`config.mk`:
```
export PLATFORM = sky130hd
export DESIGN_NAME = ctrl_sequencer
export DESIGN_NICKNAME = d
export VERILOG_FILES = /design/src/rtl/ctrl_pkg.sv /design/src/rtl/ctrl_sequencer_phase_gen.sv /design/src/rtl/ctrl_sequencer.sv
export SDC_FILE = /design/constraint.sdc
export NUM_CORES = 1
export LEC_CHECK = 0
export CORE_MARGIN = 10
export CORE_UTILIZATION = 30
export DETAILED_ROUTE_END_ITERATION = 16
export DONT_BUFFER_PORTS = 1
export PLACE_DENSITY_LB_ADDON = 0.3
export SLEW_MARGIN = 5
export SYNTH_ARGS = -nofsm -noshare
export SYNTH_HDL_FRONTEND = slang
export SYNTH_SLANG_ARGS = --single-unit
```
`constraint.sdc`:
```
create_clock -name clk -period 4.38 [get_ports clk]
set_input_delay 0.876 -clock clk [delete_from_list [all_inputs] [get_ports clk]]
set_output_delay 0.876 -clock clk [all_outputs]
set_load 0.05 [all_outputs]
```
`src/rtl/ctrl_pkg.sv`:
```
// ctrl_pkg: instruction-class bit indices, phase indices and a one-hot helper
// shared by the sequencer and its phase generator.
package ctrl_pkg;

   // ctrl vector bit positions
   localparam int C_NOP   = 0;
   localparam int C_MOV   = 1;
   localparam int C_LOAD  = 2;
   localparam int C_STORE = 3;
   localparam int C_LDI   = 4;
   localparam int C_ADD   = 5;
   localparam int C_SUB   = 6;
   localparam int C_ADC   = 7;
   localparam int C_SBB   = 8;
   localparam int C_MUL   = 9;
   localparam int C_DIV   = 10;
   localparam int C_INC   = 11;
   localparam int C_DEC   = 12;
   localparam int C_SHL   = 13;
   localparam int C_SHR   = 14;
   localparam int C_NOT   = 15;
   localparam int C_NEG   = 16;
   localparam int C_AND   = 17;
   localparam int C_OR    = 18;
   localparam int C_JMP   = 19;
   localparam int C_JA    = 20;
   localparam int C_JB    = 21;
   localparam int C_JE    = 22;
   localparam int C_SAVEF = 23;
   localparam int C_LOADF = 24;
   localparam int C_LDA   = 25;
   localparam int C_STA   = 26;
   localparam int C_RSV   = 27;

   // timing phase bit positions in T
   localparam int T0 = 0;
   localparam int T1 = 1;
   localparam int T2 = 2;
   localparam int T3 = 3;
   localparam int T4 = 4;
   localparam int T5 = 5;
   localparam int T6 = 6;
   localparam int T7 = 7;

   // true when exactly one bit of v is set
   function automatic logic is_onehot8(input logic [7:0] v);
      int n;
      n = 0;
      for (int i = 0; i < 8; i++) n += int'(v[i]);
      return (n == 1);
   endfunction

endpackage

```
`src/rtl/ctrl_sequencer_phase_gen.sv`:
```
// phase_gen: 8-phase one-hot ring counter, self-recovering to T0 from any
// illegal (non one-hot) state.
module phase_gen
   import ctrl_pkg::*;
(
   input  logic       clk,
   input  logic       rst,
   output logic [7:0] T
);

   logic [7:0] t_q, t_d;

   // next phase: rotate left, or restart at T0 on reset / corrupted ring
   always_comb begin
      t_d = 8'h01;
      if (rst && is_onehot8(t_q)) t_d = {t_q[6:0], t_q[7]};
   end

   // phase register
   always_ff @(posedge clk) begin
      t_q <= t_d;
   end

   assign T = t_q;

endmodule

```
`src/rtl/ctrl_sequencer.sv`:
```
// ctrl_sequencer: timing generator plus combinational microcode decode of
// phase, instruction class and register selects into datapath strobes.
module ctrl_sequencer
   import ctrl_pkg::*;
(
   input  logic        clk,
   input  logic        rst,
   input  logic [27:0] ctrl,
   input  logic [3:0]  Tgt1,
   input  logic [3:0]  Tgt2,
   output logic [7:0]  T,
   output logic IA, IB,
   output logic IADD, ISUB, IADC, ISBB, IMUL, IDIV, IINC, IDEC,
   output logic ISHL, ISHR, INOT, INEG, IAND, IOR,
   output logic IJMP, IJA, IJB, IJE,
   output logic EALU,
   output logic I0, I1, I2, I3,
   output logic E0, E1, E2, E3,
   output logic IF, EF,
   output logic IDFR, IDFB,
   output logic EDTB,
   output logic iwr,
   output logic IPC,
   output logic IMPC,
   output logic IMAR,
   output logic IIR,
   output logic IMARB
);

   phase_gen u_pg (.clk(clk), .rst(rst), .T(T));

   // instruction groups sharing a microcode shape
   logic binop, unop, jmp, imm_fetch, rd_data;
   logic rd_in, rd_out, rs_out;
   logic [3:0] reg_in, reg_out;
   logic unused_ok;

   assign binop     = |{ctrl[C_DIV:C_ADD], ctrl[C_OR:C_AND]};
   assign unop      = |ctrl[C_NEG:C_INC];
   assign jmp       = |ctrl[C_JE:C_JMP];
   assign imm_fetch = ctrl[C_LDI] | jmp;                  // operand byte follows opcode
   assign rd_data   = ctrl[C_LOAD] | ctrl[C_LDA] | imm_fetch; // RAM -> data reg -> bus
   assign unused_ok = ^{ctrl[C_NOP], ctrl[C_RSV]};

   // fetch, addressing and memory strobes
   assign IMPC  = T[T0] | (T[T2] & imm_fetch);
   assign IIR   = T[T1];
   assign IPC   = T[T1] | (T[T3] & imm_fetch);
   assign IMAR  = T[T2] & (ctrl[C_LOAD] | ctrl[C_STORE]);
   assign IMARB = T[T2] & (ctrl[C_LDA] | ctrl[C_STA]);
   assign IDFR  = T[T3] & rd_data;
   assign EDTB  = T[T4] & rd_data;
   assign IDFB  = T[T3] & (ctrl[C_STORE] | ctrl[C_STA]);
   assign iwr   = T[T4] & (ctrl[C_STORE] | ctrl[C_STA]);

   // ALU operand loads and result phase (T4 for binary, T3 for unary)
   assign IA   = T[T2] & (binop | unop);
   assign IB   = T[T3] & binop;
   assign EALU = (T[T4] & binop) | (T[T3] & unop);
   assign IF   = EALU | (T[T2] & ctrl[C_LOADF]);
   assign EF   = T[T2] & ctrl[C_SAVEF];

   assign IADD = T[T4] & ctrl[C_ADD];
   assign ISUB = T[T4] & ctrl[C_SUB];
   assign IADC = T[T4] & ctrl[C_ADC];
   assign ISBB = T[T4] & ctrl[C_SBB];
   assign IMUL = T[T4] & ctrl[C_MUL];
   assign IDIV = T[T4] & ctrl[C_DIV];
   assign IAND = T[T4] & ctrl[C_AND];
   assign IOR  = T[T4] & ctrl[C_OR];
   assign IINC = T[T3] & ctrl[C_INC];
   assign IDEC = T[T3] & ctrl[C_DEC];
   assign ISHL = T[T3] & ctrl[C_SHL];
   assign ISHR = T[T3] & ctrl[C_SHR];
   assign INOT = T[T3] & ctrl[C_NOT];
   assign INEG = T[T3] & ctrl[C_NEG];

   // PC load from bus; condition is evaluated inside the PC
   assign IJMP = T[T4] & ctrl[C_JMP];
   assign IJA  = T[T4] & ctrl[C_JA];
   assign IJB  = T[T4] & ctrl[C_JB];
   assign IJE  = T[T4] & ctrl[C_JE];

   // register file strobes: Rd may load or drive, Rs only drives
   assign rd_in  = (T[T2] & (ctrl[C_MOV] | ctrl[C_SAVEF])) |
                   (T[T4] & rd_data & ~jmp) | EALU;
   assign rd_out = T[T2] & (binop | unop | ctrl[C_STA]);
   assign rs_out = (T[T2] & (ctrl[C_MOV] | ctrl[C_LOADF] | ctrl[C_LDA])) |
                   (T[T3] & (binop | ctrl[C_STORE] | ctrl[C_STA]));

   assign reg_in  = {4{rd_in}} & Tgt1;
   assign reg_out = ({4{rd_out}} & Tgt1) | ({4{rs_out}} & Tgt2);

   assign {I3, I2, I1, I0} = reg_in;
   assign {E3, E2, E1, E0} = reg_out;

endmodule

```
Word level (Yosys, flattened, before mapping)
Index checks and enable logic that the tools add are counted.
{ "op_classes": {"n_addsub": 7, "n_eq_ne": 1, "n_bitwise": 62, "n_reduce_logical": 4} }
{ "op_table": {"columns": ["operator", "count"], "rows": [
  ["$add A32 B2 Y32", 6],
  ["$and A1 B1 Y1", 37],
  ["$eq A32 B2 Y1 const B", 1],
  ["$or A1 B1 Y1", 20],
  ["$and A4 B4 Y4", 3],
  ["$reduce_or A8 Y1", 1],
  ["$reduce_or A6 Y1", 1],
  ["$or A4 B4 Y4", 1],
  ["$reduce_or A4 Y1", 1],
  ["$add A1 B1 Y2", 1],
  ["$logic_and A1 B1 Y1", 1],
  ["$not A1 Y1", 1]
]} }
{ "word_totals": {"reg_bits": 8, "in_bits": 38, "wordCells": 75} }

Longest topological paths before layout
Gate-level depths: netlist of run 1.
{ "logic_depth": {"depth_word": 9, "depth_mapped": 12} }

Cells and area by module
A second synthesis of run 1 with hierarchy kept.
{ "hier_totals": {"hier_cells": 98, "hier_area_um2": 800.8} }
{ "by_module_without_submodules": {"columns": ["module", "instances", "cells_each", "area_each_um2"], "rows": [
  ["phase_gen", 1, 39, 407.9],
  ["ctrl_sequencer", 1, 59, 392.9]
]} }

Worst setup path before layout of run 1
OpenSTA, ideal clock, no wires.
{ "synth_timing": {"path_kind": "register to register", "from": "register u_pg.t_q[2], in the netlist u_pg.T[2]", "to": "register u_pg.t_q[2], in the netlist u_pg.T[2]", "setup_ps": 61, "t_arrival_ps": 3345, "required_ps": 4319, "slack_ps": 974, "path_stages_with_launch": 13, "path_buffers": 1, "synth_period_minus_slack_ps": 3406, "path_cell_list": "dfxtp_1 > clkbuf_1 > inv_1 > fa_1 > fa_1 > inv_1 > fa_1 > inv_1 > fa_1 > a211oi_1 > mux2i_1 > nor2_1 > and2_1"} }
{ "synth_via": {"elab_chain_cells": 8} }
{ "synth_lines": {"columns": ["element", "line", "source"], "rows": [
  ["start, declared", "ctrl_sequencer_phase_gen.sv:11", "logic [7:0] t_q, t_d;"],
  ["start signal, assigned", "ctrl_sequencer_phase_gen.sv:21", "t_q <= t_d;"],
  ["$add A32 B2 Y32 (6 in series)", "ctrl_pkg.sv:49", "for (int i = 0; i < 8; i++) n += int'(v[i]);"],
  ["$eq A32 B2 Y1", "ctrl_pkg.sv:50", "return (n == 1);"],
  ["$logic_and A1 B1 Y1", "ctrl_sequencer_phase_gen.sv:16", "if (rst && is_onehot8(t_q)) t_d = {t_q[6:0], t_q[7]};"]
]} }
Every way passes these cells.
A chain may end at the register's enable or synchronous reset.

Worst setup path in the final report of run 1
{ "layout_timing": {"from": "input port ctrl[26]", "to": "output port E3"} }
{ "layout_via": {"elab_chain_cells": 5, "elab_cells_between_ends": 8, "cone_classes": "bitwise: 8"} }
{ "layout_lines": {"columns": ["element", "line", "source"], "rows": [
  ["start, declared", "ctrl_sequencer.sv:8", "input logic [27:0] ctrl,"],
  ["$or A1 B1 Y1", "ctrl_sequencer.sv:89", "(T[T3] & (binop | ctrl[C_STORE] | ctrl[C_STA]));"],
  ["$and A1 B1 Y1", "ctrl_sequencer.sv:89", null],
  ["$or A1 B1 Y1", "ctrl_sequencer.sv:88", "assign rs_out = (T[T2] & (ctrl[C_MOV] | ctrl[C_LOADF] | ctrl[C_LDA])) |"],
  ["$and A4 B4 Y4", "ctrl_sequencer.sv:92", "assign reg_out = ({4{rd_out}} & Tgt1) | ({4{rs_out}} & Tgt2);"],
  ["$or A4 B4 Y4 (*)", "ctrl_sequencer.sv:92", null],
  ["end, declared", "ctrl_sequencer.sv:18", "output logic E0, E1, E2, E3,"]
]} }
Every way passes the cells marked *; elsewhere a longest branch is shown, timed or not.

==> impl_metrics.yaml, run 1 <==
status:
  status: "finished, final reports clean"
pwr:
  power.total_w: 0.000502
  p_leak_nw: 0.381
  irDropWorstVdd_uv: 275
  power_density_mw_per_mm2: 566
sta:
  clock_skew_ps: 4.82
  tightestPinTransition_ps: 1030
  rsz0062_at_grt: "no"
  fin_tns_setup_ps: 0
  finalMaxSlewViolations: 0
  min_period_over_period_pct: 77.1
  max_freq_ghz: 0.296
  hold_viol: 0
  min_period_ps: 3380
  setup_violations: 0
  slew_headroom_pct: 31.0
die:
  pin_count: 86
  row_count: 18
  coreArea_mm2: 0.00248
  die_h_um: 70.9
  die_w_um: 70.9
  initial_core_util_pct: 31.4
  die_area_mm2: 0.00503
setup_path:
  worstSetupPathType: "in2out"
  worstPathArrival_ps: 2500
  end_kind: "output port"
  endpoint: "E3"
  startpoint: "ctrl[26]"
  r2r-end: "u_pg.T[6]"
  reg2reg_from: "u_pg.T[0]"
  r2r_slack_ps: 1080
  reg2reg_depth: 13
  crit_fanout: 4
  worstPathRequired_ps: 3500
  critPathLaunchType: "input port"
yosys:
  syn_area_per_cell_um2: 7.77
  ys_ff_latch: 8
  mappedNetlistNets: 145
  netlist_area_um2: 777
  synth-seq-area-share_pct: 20.6
  synthDistinctLibCells: 27
  syn_inst: 100
  yosys_warnings: 0
grt:
  grt_max_degree: 19
  grt_pass1_wl_um: 4440
  use_met3_pct: 8.65
  met1_usage_pct: 9.18
  grt_pass1_vias: 789
  antenna_found_initial: 0
  grt_use_met2_pct: 19.0
  globalRouteOverflowTotal: 0
  top_usage_layer: "met2"
  track_usage_pct: 10.5
route:
  wire_per_inst_um: 20.4
  route.detailed.drc: 0
  routed_wirelength_um: 2820
  vias_per_cell: 5.37
  first_pass_iters: 4
  first_iter_violations: 24
  postRouteAntennaNets: 0
  vias: 741
clocking:
  clk-insertion-delay-late_ps: 250
  cts_buffers: 3
  cts.sinks: 8
  cts_max_level: 1
  cts_tree: "yes"
  cts_setup_buffers: 0
  holdBufCountCts: 0
  ctsResizeCount: 0
  clockRootBuffer: "clkbuf_4"
  clk_pin_slew_ps: 50
  clockBufferDepth: 2
finish:
  fin_area_um2: 886
  fin_cells: 138
  largest_reg_flops: 8
  drive_gt1_share_pct: 13.9
  n_antenna_cell: 0
  area_growth_pct: 14.0
  num-nets-final: 155
worst_hold_path:
  hold_path.class: "reg2reg"
place:
  post-dp-hpwl_um: 2530
  placed_area_um2: 863
  routabilityCongestion: 0.783
  port_buffers: 0
  dp_cells: 135
flow_run:
  cap_violations: 0
where the power goes:
group          leakage, nW  switching (W)  total [W]  internal (W)
logic                0.302       0.000281   0.000359     0.0000778
clock network       0.0138      0.0000235  0.0000547     0.0000312
registers           0.0650     0.00000453  0.0000883     0.0000837
worst min path at each step:
stage	depth (start not counted)	from	slack (ps)	endpoint
finish	2	u_pg.T[2]	630	u_pg.T[3]
global route	2	u_pg.T[2]	690	u_pg.T[3]
CTS	2	u_pg.T[2]	630	u_pg.T[3]
detailed placement	2	u_pg.T[2]	620	u_pg.T[3]
global placement	2	u_pg.T[2]	610	u_pg.T[3]
floorplan	2	u_pg.T[7]	720	u_pg.T[0]
worst max-delay path, cell delays in order:
cell	delay, ps
nor2_1	30
nor2b_1	790
a221o_1	290
a32o_1	500
cells in the mapped netlist (all sizes together):
cell,instances,area share (%)
or2,1,0.81
or4,1,0.97
nor3,3,1.9
buf,1,0.97
a211oi,1,0.97
nor4,3,2.4
or3,3,2.4
and2,26,21
clkbuf,3,1.4
a221o,1,1.3
nor2,10,4.8
a221oi,1,1.1
nand3,1,0.64
fa,4,10
ha,3,4.8
mux2i,1,1.3
nand2,3,1.4
a21o,3,3.2
o31ai,1,0.97
o21ai,2,1.3
inv,10,4.8
nor2b,5,4.0
a22o,1,1.1
dfxtp,8,21
a32o,4,5.2
through the flow:
stage / worst slack, ps / hold WS [ps] / util [%]
floorplan: 974 / 721 / -
global placement: 1000 / 609 / 34.8
detailed placement: 993 / 624 / 34.8
CTS: 992 / 633 / 35.8
global route: 827 / 686 / 35.8
finish: 1000 / 633 / 35.8
cell families (layout without fill, tap and decap cells):
| logic type | count (synthesis) | in the layout | synth area share, % |
|---|---|---|---|
| adders and majority gates | 7 | 7 | 15.1 |
| and+or+nand+nor | 56 | 56 | 40.6 |
| muxes | 1 | 1 | 1.29 |
| DFF | 8 | 8 | 20.6 |
| AOI/OAI and AO/OA | 14 | 14 | 15.1 |
| buffers and inverters | 14 | 22 | 7.25 |
metal layers:
metal | vias up | routed length, um
met5 | - | 0
met4 | 0 | 0
met3 | 0 | 588
met2 | 63 | 1320
met1 | 326 | 911
li1 | 352 | -
area by class of cell:
cell class / instances / area (um2)
Fill cell: 280 / 1590
Tap cell: 30 / 37.5
Clock buffer: 3 / 22.5
Timing Repair Buffer: 9 / 67.6
Inverter: 10 / 37.5
Sequential cell: 8 / 160
Multi-Input combinational cell: 78 / 561
cell usage in the layout, fill, tap and decap left out, types with 2 or more instances in the layout:
master    instances
buf_4             9
o21ai_0           2
nor3_1            3
a32o_1            4
dfxtp_1           8
nor2b_1           5
inv_1            10
or3_1             3
nor2_1           10
nor4_1            3
nand2_1           3
and2_1           25
fa_1              4
ha_1              3
clkbuf_4          3
a21o_2            2
Note: power is estimated with default switching activity, not from simulation.
==> inputs of run 2 (changes only) <==
==> constraint.sdc (replaced) <==
create_clock -name clk -period 3.5 [get_ports clk]
set_input_delay 0.7 -clock clk [delete_from_list [all_inputs] [get_ports clk]]
set_output_delay 0.7 -clock clk [all_outputs]
set_load 0.05 [all_outputs]
==> impl_metrics.yaml, run 2 (synthesis results as in run 1) <==
flow_run:
  cap_violations: 0
place:
  port_buffers: 0
  routabilityCongestion: 0.803
  post-dp-hpwl_um: 2600
finish:
  layout_common_cells: "25 x and2_1, 19 x buf_4, 10 x nor2_1, 10 x inv_1, 8 x dfxtp_1"
  final_common_cell: "and2_1"
  drive_gt1_share_pct: 21.2
  fill_cells: 263
  n_antenna_cell: 0
  num-nets-final: 165
  largest_reg_flops: 8
  area_growth_pct: 23.7
  post-route-util_pct: 38.8
worst_hold_path:
  hold_path.class: "reg2reg"
  holdPathEnd: "u_pg.T[5]"
  hold_depth: 2
  hold_start: "u_pg.T[4]"
route:
  wl_met3_um: 681
  vias_per_cell: 5.39
  wl_met1_um: 861
  highest_layer: "met4"
  routed_wirelength_um: 2910
  postRouteAntennaNets: 0
  first_iter_violations: 26
  first_pass_iters: 4
  vias: 798
  wire_per_inst_um: 19.7
  route.detailed.drc: 0
  wl_met2_um: 1360
status:
  status: "finished, final reports clean"
setup_path:
  crit_top_cell: "fa_1"
  end_kind: "register"
  critPathMaxStageDelay_ps: 500
  worstPathArrival_ps: 3300
  worstPathRequired_ps: 3700
  r2r-end: "u_pg.T[6]"
  critPathLaunchType: "register"
  reg2reg_from: "u_pg.T[1]"
  worstSetupPathType: "reg2reg"
  reg2reg_depth: 12
  crit_fanout: 5
  cp_slowest_cell: "fa_1"
  path_cells: "ha_1 > inv_1 > fa_1 > fa_1 > inv_1 > fa_1 > inv_1 > fa_1 > a211oi_1 > mux2i_1 > nor2_1 > and2_1"
  r2r_slack_ps: 390
clocking:
  cts.sinks: 8
  cts_setup_buffers: 0
  ctsResizeCount: 0
  cts_tree: "yes"
  clk-insertion-delay-late_ps: 250
  clk_pin_slew_ps: 50
  cts_max_level: 1
  holdBufCountCts: 0
  clockBufferDepth: 2
  cts_buffers: 3
  clockRootBuffer: "clkbuf_4"
die:
  row_count: 18
  die_area_mm2: 0.00503
  initial_core_util_pct: 31.4
  die_w_um: 70.9
  die_h_um: 70.9
  pin_count: 86
  coreArea_mm2: 0.00248
sta:
  rsz0062_at_grt: "no"
  fin_tns_setup_ps: 0
  setup_violations: 0
  min_period_over_period_pct: 88.8
  fin_hold_ws_ps: 544
  clock_skew_ps: 2.90
  hold_viol: 0
  min_period_ps: 3110
  max_freq_ghz: 0.322
  tightestPinTransition_ps: 1030
  finalMaxSlewViolations: 0
  slew_headroom_pct: 31.2
grt:
  track_usage_pct: 10.7
  grt_pass1_wl_um: 4490
  globalRouteOverflowTotal: 0
  grt_pass1_vias: 816
  grt_max_degree: 18
  antenna_found_initial: 0
pwr:
  p_leak_nw: 0.435
  irDropWorstVdd_uv: 399
  power_density_mw_per_mm2: 686
==> run 2: cell types whose count changed in the layout (fill, tap and decap cells not counted) <==
cell | previous run | this run
buf_4 | 9 | 19
==> run 2: worst max path at each step <==
| stage | slack (ps) | start | end | cells past startpoint |
|---|---|---|---|---|
| floorplan | 90 | u_pg.T[2] | u_pg.T[2] | 12 |
| global placement | 390 | u_pg.T[0] | u_pg.T[6] | 12 |
| detailed placement | 390 | u_pg.T[1] | u_pg.T[4] | 12 |
| CTS | 360 | u_pg.T[1] | u_pg.T[6] | 12 |
| global route | 90 | u_pg.T[1] | u_pg.T[6] | 12 |
| finish | 390 | u_pg.T[1] | u_pg.T[6] | 12 |
==> run 2: worst max-delay path: cells and delay by family, from the launching register on <==
| family | cells | cell delay [ps] |
|---|---|---|
| adder cells (fa/ha/maj) | 5 | 1740 |
| AND/OR/NAND/NOR | 2 | 420 |
| AO/OA/AOI/OAI | 1 | 230 |
| flip-flops | 1 | 310 |
| multiplexers | 1 | 170 |
| buffers and inverters | 3 | 180 |
==> run 2: stage by stage <==
stage               area [um2]  worst slack (ps)  power (W)  std cells
floorplan                  777              94.2   0.000498        100
global placement           938               386   0.000594        145
detailed placement         938               390   0.000595        145
CTS                        961               358   0.000669        148
global route               961              87.0   0.000703        148
finish                     961               391   0.000659        148
==> run 2: layout make-up <==
cell class / count / area [um2] / area share (%)
Inverter: 10 / 37.5 / 3.91
Timing Repair Buffer: 19 / 143 / 14.8
Clock buffer: 3 / 22.5 / 2.34
Multi-Input combinational cell: 78 / 561 / 58.3
Sequential cell: 8 / 160 / 16.7
Tap cell: 30 / 37.5 / 3.91
==> run 2: metal layers <==
metal  vias to the layer above  GRT usage [%]
met3                         3           9.48
li1                        376              -
met1                       350           9.60
met5                         -              0
met2                        69           18.3
met4                         0           1.29
==> run 2: power by group <==
group           total, W  leakage (nW)  switching, W  internal (W)
logic           0.000478         0.356      0.000357      0.000122
registers       0.000112        0.0650    0.00000662      0.000105
clock network  0.0000693        0.0138     0.0000302     0.0000391
total           0.000659         0.435      0.000394      0.000266
==> inputs of run 3 (changes only) <==
--- a/config.mk
+++ b/config.mk
@@ -6,7 +6,7 @@
 export NUM_CORES = 1
 export LEC_CHECK = 0
 export CORE_MARGIN = 10
-export CORE_UTILIZATION = 30
+export CORE_UTILIZATION = 50
 export DETAILED_ROUTE_END_ITERATION = 16
 export DONT_BUFFER_PORTS = 1
 export PLACE_DENSITY_LB_ADDON = 0.3
==> constraint.sdc (replaced) <==
create_clock -name clk -period 3.9 [get_ports clk]
set_input_delay 0.78 -clock clk [delete_from_list [all_inputs] [get_ports clk]]
set_output_delay 0.78 -clock clk [all_outputs]
set_load 0.05 [all_outputs]
==> impl_metrics.yaml, run 3 (synthesis results as in run 1) <==
grt:
  grt_pass1_vias: 726
  globalRouteOverflowTotal: 0
  grt_pass1_wl_um: 3820
  grt_max_degree: 18
  track_usage_pct: 13.5
  antenna_found_initial: 0
worst_hold_path:
  hold_path.class: "reg2reg"
  holdPathEnd: "u_pg.T[5]"
  hold_start: "u_pg.T[4]"
  hold_depth: 2
place:
  port_buffers: 0
  placed_area_um2: 846
  post-place-ws_ps: 705
  post-dp-hpwl_um: 2340
  dp_cells: 121
  routabilityCongestion: 0.802
finish:
  n_antenna_cell: 0
  largest_reg_flops: 8
  final_common_cell: "and2_1"
  layout_common_cells: "25 x and2_1, 10 x nor2_1, 10 x inv_1"
  area_growth_pct: 11.8
  drive_gt1_share_pct: 13.9
  fin_cells: 124
  fin_area_um2: 868
  num-nets-final: 155
clocking:
  clk-insertion-delay-late_ps: 240
  clockBufferDepth: 2
  cts_tree: "yes"
  holdBufCountCts: 0
  cts_buffers: 3
  cts_max_level: 1
  cts.sinks: 8
  clockRootBuffer: "clkbuf_4"
  cts_setup_buffers: 0
  ctsResizeCount: 0
  clk_pin_slew_ps: 60
die:
  initial_core_util_pct: 52.2
  die_w_um: 59.4
  die_h_um: 59.4
  pin_count: 86
  coreArea_mm2: 0.00149
  die_area_mm2: 0.00353
  row_count: 14
sta:
  fin_tns_setup_ps: 0
  setup_slack_ps: 730
  max_freq_ghz: 0.315
  rsz0062_at_grt: "no"
  min_period_over_period_pct: 81.3
  finalMaxSlewViolations: 0
  setup_violations: 0
  min_period_ps: 3170
  tightestPinTransition_ps: 1020
  clock_skew_ps: 3.19
  slew_headroom_pct: 31.9
  hold_viol: 0
route:
  route.detailed.drc: 0
  postRouteAntennaNets: 0
  first_iter_violations: 7
  first_pass_iters: 4
  vias_per_cell: 5.90
  routed_wirelength_um: 2610
  wire_per_inst_um: 21.0
  vias: 731
setup_path:
  critPathLaunchType: "input port"
  end_kind: "output port"
  r2r_slack_ps: 750
  reg2reg_depth: 12
  worstPathRequired_ps: 3120
  reg2reg_from: "u_pg.T[0]"
  crit_fanout: 4
  worstPathArrival_ps: 2390
  worstSetupPathType: "in2out"
  r2r-end: "u_pg.T[6]"
pwr:
  power.total_w: 0.000562
  power_density_mw_per_mm2: 647
  irDropWorstVdd_uv: 305
  p_leak_nw: 0.381
flow_run:
  cap_violations: 0
status:
  status: "finished, final reports clean"
==> run 3: cell count changes in the layout (fill, tap and decap cells not counted), sizes merged <==
cell,change
buf,-10
==> run 3: worst max path at each step <==
stage                         start         to
after CTS                  ctrl[26]         E0
after detailed placement   ctrl[26]         E0
after global routing      u_pg.T[0]  u_pg.T[1]
after floorplan           u_pg.T[2]  u_pg.T[2]
final                      ctrl[26]         E0
after global placement     ctrl[26]         E0
==> run 3: layer usage <==
metal,vias to the layer above,global-route usage (%),wire [um]
li1,352,-,-
met2,44,25.3,1360
met3,2,8.58,463
met1,333,11.4,759
met4,0,3.61,25
met5,-,0,0
==> run 3: per-stage QoR <==
stage          hold slack (ps)  utilization, %
6_report                   542            58.3
5_1_grt                    581            58.3
2_1_floorplan              721               -
3_3_place_gp               534            56.8
3_5_place_dp               553            56.8
4_1_cts                    560            58.3
==> run 3: power breakdown <==
group / leakage (nW) / total (W) / switching, W / internal (W)
Combinational: 0.302 / 0.000400 / 0.000311 / 0.0000884
Clock: 0.0138 / 0.0000614 / 0.0000263 / 0.0000351
Sequential: 0.0650 / 0.000100 / 0.00000633 / 0.0000940
==> run 3: layout make-up <==
class / count / area (um2)
fill: 141 / 621
sequential: 8 / 160
multi-input combinational: 78 / 561
tap: 16 / 20.0
inverter: 10 / 37.5
timing repair buffer: 9 / 67.6
clock buffer: 3 / 22.5
==> run 3: worst max-delay path, cell delays in order <==
cell and delay, ps:
nor2_1 40, nor2b_1 780, a221o_1 290, a32o_1 500
